===== src/rtl/rom_msg_sequencer.sv =====
// Streams a byte string from the registered message ROM to the UART transmitter.
// One byte per FETCH/WAIT/SEND round; each byte is held until tx_ready accepts it.
module rom_msg_sequencer #(
  parameter int WIDTH = 8,
  parameter int DEPTH = 84,
  parameter int ADDR  = $clog2(DEPTH),
  parameter int LEN_W = 7
) (
  input  logic             clk,
  input  logic             rst_n,
  input  logic             start,
  input  logic [ADDR-1:0]  msg_addr,
  input  logic [LEN_W-1:0] msg_len,
  input  logic             abort,
  output logic [ADDR-1:0]  rd_addr,
  input  logic [WIDTH-1:0] rom_data,
  output logic [WIDTH-1:0] tx_data,
  output logic             tx_valid,
  input  logic             tx_ready,
  output logic             busy,
  output logic             done
);

  typedef enum logic [1:0] {IDLE, FETCH, WAIT, SEND} state_t;

  localparam logic [ADDR-1:0] LAST_ADDR = ADDR'(DEPTH - 1);

  state_t           state, state_nxt;
  logic [LEN_W-1:0] remaining, remaining_nxt;
  logic [ADDR-1:0]  rd_addr_nxt;
  logic [WIDTH-1:0] tx_data_nxt;
  logic             tx_valid_nxt, busy_nxt, done_nxt;

  // Explicit wrap so DEPTH need not be a power of two.
  function automatic logic [ADDR-1:0] next_addr(input logic [ADDR-1:0] a);
    if (a == LAST_ADDR) return '0;
    return a + ADDR'(1);
  endfunction

  always_comb begin
    state_nxt     = state;
    remaining_nxt = remaining;
    rd_addr_nxt   = rd_addr;
    tx_data_nxt   = tx_data;
    tx_valid_nxt  = tx_valid;
    busy_nxt      = busy;
    done_nxt      = 1'b0;

    case (state)
      IDLE: begin
        if (start) begin
          if (msg_len != '0) begin
            rd_addr_nxt   = msg_addr;
            remaining_nxt = msg_len;
            busy_nxt      = 1'b1;
            state_nxt     = FETCH;
          end else begin
            done_nxt = 1'b1;
          end
        end
      end
      FETCH: state_nxt = WAIT;
      WAIT: begin
        tx_data_nxt  = rom_data;
        tx_valid_nxt = 1'b1;
        state_nxt    = SEND;
      end
      SEND: begin
        if (tx_ready) begin
          tx_valid_nxt = 1'b0;
          if (remaining == LEN_W'(1)) begin
            busy_nxt  = 1'b0;
            done_nxt  = 1'b1;
            state_nxt = IDLE;
          end else begin
            remaining_nxt = remaining - LEN_W'(1);
            rd_addr_nxt   = next_addr(rd_addr);
            state_nxt     = FETCH;
          end
        end
      end
      default: state_nxt = IDLE;
    endcase

    // Abort wins over a same-cycle acceptance; that byte is treated as unsent.
    if (abort && state != IDLE) begin
      state_nxt     = IDLE;
      remaining_nxt = remaining;
      rd_addr_nxt   = rd_addr;
      tx_data_nxt   = tx_data;
      tx_valid_nxt  = 1'b0;
      busy_nxt      = 1'b0;
      done_nxt      = 1'b0;
    end
  end

  always_ff @(posedge clk) begin
    if (!rst_n) begin
      state     <= IDLE;
      remaining <= '0;
      rd_addr   <= '0;
      tx_data   <= '0;
      tx_valid  <= 1'b0;
      busy      <= 1'b0;
      done      <= 1'b0;
    end else begin
      state     <= state_nxt;
      remaining <= remaining_nxt;
      rd_addr   <= rd_addr_nxt;
      tx_data   <= tx_data_nxt;
      tx_valid  <= tx_valid_nxt;
      busy      <= busy_nxt;
      done      <= done_nxt;
    end
  end

endmodule


===== config.mk =====
export PLATFORM = sky130hd
export DESIGN_NAME = rom_msg_sequencer
export DESIGN_NICKNAME = d
export VERILOG_FILES = /design/src/rtl/rom_msg_sequencer.sv
export SDC_FILE = /design/constraint.sdc
export NUM_CORES = 1
export LEC_CHECK = 0
export BUFFER_PORTS_ARGS = -buffer_cell sky130_fd_sc_hd__clkbuf_2
export CORE_MARGIN = 2
export CORE_UTILIZATION = 51
export CTS_BUF_LIST = sky130_fd_sc_hd__clkbuf_4 sky130_fd_sc_hd__clkbuf_8 sky130_fd_sc_hd__clkbuf_16
export DETAILED_ROUTE_END_ITERATION = 12
export PLACE_DENSITY = 0.79
export SLEW_MARGIN = 10
export SYNTH_ARGS = -nofsm -noshare
export SYNTH_HDL_FRONTEND = slang
export SYNTH_SLANG_ARGS = --single-unit
export TNS_END_PERCENT = 5

===== constraint.sdc =====
create_clock -name clk -period 2.2 [get_ports clk]
set_clock_uncertainty 0.05 [all_clocks]
set_input_delay 0.11 -clock clk [delete_from_list [all_inputs] [get_ports clk]]
set_output_delay 0.11 -clock clk [all_outputs]
set_load 0.01 [all_outputs]

==> reports/results.ini <==
[run_status]
status = finished clean

[routing]
ant_nets = 0
drt-pass1-iter-count = 5
drtIter0Drc = 66
wirelength_mm = 3.748
via_count = 1571
via_per_inst = 5.692
wl_per_cell_um = 13.58
drcViolationCount = 0

[hold_path]
hp-class = input port to register

[timing]
max_slew_margin_pct = 57.31
slew_viol_final = 0
worstMarginPinSlew_ns = 0.6345
final.setup.tns_ns = 0
setup_ws_ns = 0.1572
max_freq_ghz = 0.4895
finalSetupViolCount = 0
hold_violations = 0
min_period_over_period_pct = 92.85
fin_crit_ns = 2.043
rsz0062_at_grt = false

[finish]
areaGrowthSynthToFinish_pct = 23.88
multi_input_area_um2 = 939.7
num-fill-cells = 268
diodes = 0
register_area_um2 = 540.5
drive_above_1_share_pct = 25.10
final_nets = 277

[die]
dieWidth_um = 59.42
initial_core_util_pct = 52.61
die_h_um = 59.42
rows = 20
io_pins = 45
core-area_mm2 = 0.002978
die_area_mm2 = 0.003531

[placement]
gp_congestion = 0.7741
post-place-ws_ns = 0.2850
dpl.hpwl_mm = 2.488
numPortBuffers = 44

[pwr]
power.leakage_nw = 0.8094
cellPowerDensity_mw_per_mm2 = 1051
vdd_drop_max_uv = 482.3

[global_route]
grt_max_degree = 30
overflow = 0
antenna_found_initial = 0
grt_pass1_wl_mm = 6.161
grt_pass1_vias = 1375
grt_usage_pct = 22.58

[yosys]
ys_ff_latch = 27
synth_edf_count = 0
syn_area_per_cell_um2 = 8.117
yosysWarnings = 0
synthTopCellsByArea = dfxtp_1 35%, nand2_1 6.7%, nand3_1 6.4%
synth_top_area_cell = dfxtp_1
async_flop_share_pct = 0
ys.flop_type = dfxtp_1
synth.yosys.seq_area_share_pct = 34.50
yosysMostFrequentCell = nand2_1
netlist_area_mm2 = 0.001567
synth.distinct_cells = 46
synth_commonest_cells = 28 x nand2_1, 27 x dfxtp_1, 20 x nand3_1
netlist_instances = 193
syn-num-nets = 226
synth_top_area_share_pct = 34.50

[clock_network]
cts_buffer_depth = 2
clock_sinks = 27
htreeDepth = 1
cts.clk_slew.worst_paths_ns = 0.16
cts_tree = done
cts_setup_buffers = 0
clockRootBuffer = clkbuf_4
cts_buffers = 3
clock_latency_ns = 0.34

[setup_path]
critical_path.max_fanout = 10
r2r_slack_ns = 0.16
critPathArrivalTime_ns = 2.29
path_cells = inv_1 -> ha_2 -> nand2b_1 -> buf_4 -> nand2_1 -> a211oi_1 -> dlygate4sd3_1
path_class = register to register
max_stage_delay_ns = 0.57
start_kind = register
critPathRequiredTime_ns = 2.45
end_kind = register
crit_path_top_delay_cell = dlygate4sd3_1

[job]
max_cap_viol_count = 0

worst paths after layout:
| check | startpoint | end | cells after the start |
|---|---|---|---|
| max | state[1] | done | 7 |
| min | msg_addr[6] | rd_addr[6] | 3 |
| max reg2reg | state[1] | done | 7 |
| min reg2reg | tx_data[0] | tx_data[0] | 2 |
worst max-delay path: cells and delay by family (launching register included):
kind            cells  cell delay [ns]
flops               1             0.37
buf+inv             3             0.83
compound gates      1             0.24
fa+ha+maj           1             0.22
simple gates        2             0.28
per-stage QoR:
step | area [um^2] | utilization (%) | cells | hold WS (ns) | power, mW
final | 1941 | 65.17 | 276 | 0.004810 | 2.039
after floorplan | 1567 | - | 193 | 0.2131 | 1.515
after detailed placement | 1808 | 60.71 | 262 | 0.3158 | 1.778
after global placement | 1808 | 60.71 | 262 | 0.3150 | 1.761
after CTS | 1938 | 65.08 | 276 | 0.003437 | 2.028
after global routing | 1941 | 65.17 | 276 | 0.03394 | 2.199
area by class of cell:
| class | count | area share, % |
|---|---|---|
| clock buffer | 3 | 1.161 |
| clock inverter | 1 | 0.3868 |
| inverter | 9 | 1.741 |
| multi-input combinational | 146 | 48.42 |
| sequential | 27 | 27.85 |
| tap | 33 | 2.128 |
| timing repair buffer | 57 | 18.31 |
sequential cells by signal, summed over array words and instances (netlist names):
signal     count
done           1
state          2
tx_valid       1
rd_addr        7
tx_data        8
remaining      7
busy           1
logic make-up after synthesis:
family | synth area share, %
AO/OA/AOI/OAI | 25.56
buffers and inverters | 5.671
AND/OR/NAND/NOR | 28.12
flip-flops | 34.50
adder cells (fa/ha/maj) | 4.792
multiplexers | 1.358
placed cells by master (no fill, tap or decap), drive strengths merged, types with 4 or more instances in the layout:
master        n
a21oi         9
clkbuf       47
nand3        21
o21ai        11
nand4         4
inv           9
nor2         10
dfxtp        27
nand2        28
a21boi       13
dlygate4sd3  10
o211ai        4
ha            6
power by group:
group | internal (mW) | leakage (nW) | switching (mW)
sequential | 0.639 | 0.221 | 0.160
combinational | 0.431 | 0.574 | 0.575
clock | 0.0698 | 0.0139 | 0.165
total | 1.14 | 0.809 | 0.900
metal layers:
layer | GRT usage [%] | vias to the layer above | part of all wire [%]
li1 | - | 795 | -
met1 | 28.36 | 723 | 46
met3 | 3.275 | 5 | 4.5
met2 | 40.03 | 48 | 49
met4 | 5.844 | 0 | 0.93
met5 | 0 | - | 0
what timing repair did:
action                                  CTS  global route
hold buffers                             10             0
endpoints found under the setup margin    0             1
resized for setup                         0             1
endpoints found under the hold margin     9             0
No activity file was read; power rests on OpenSTA's default activity.
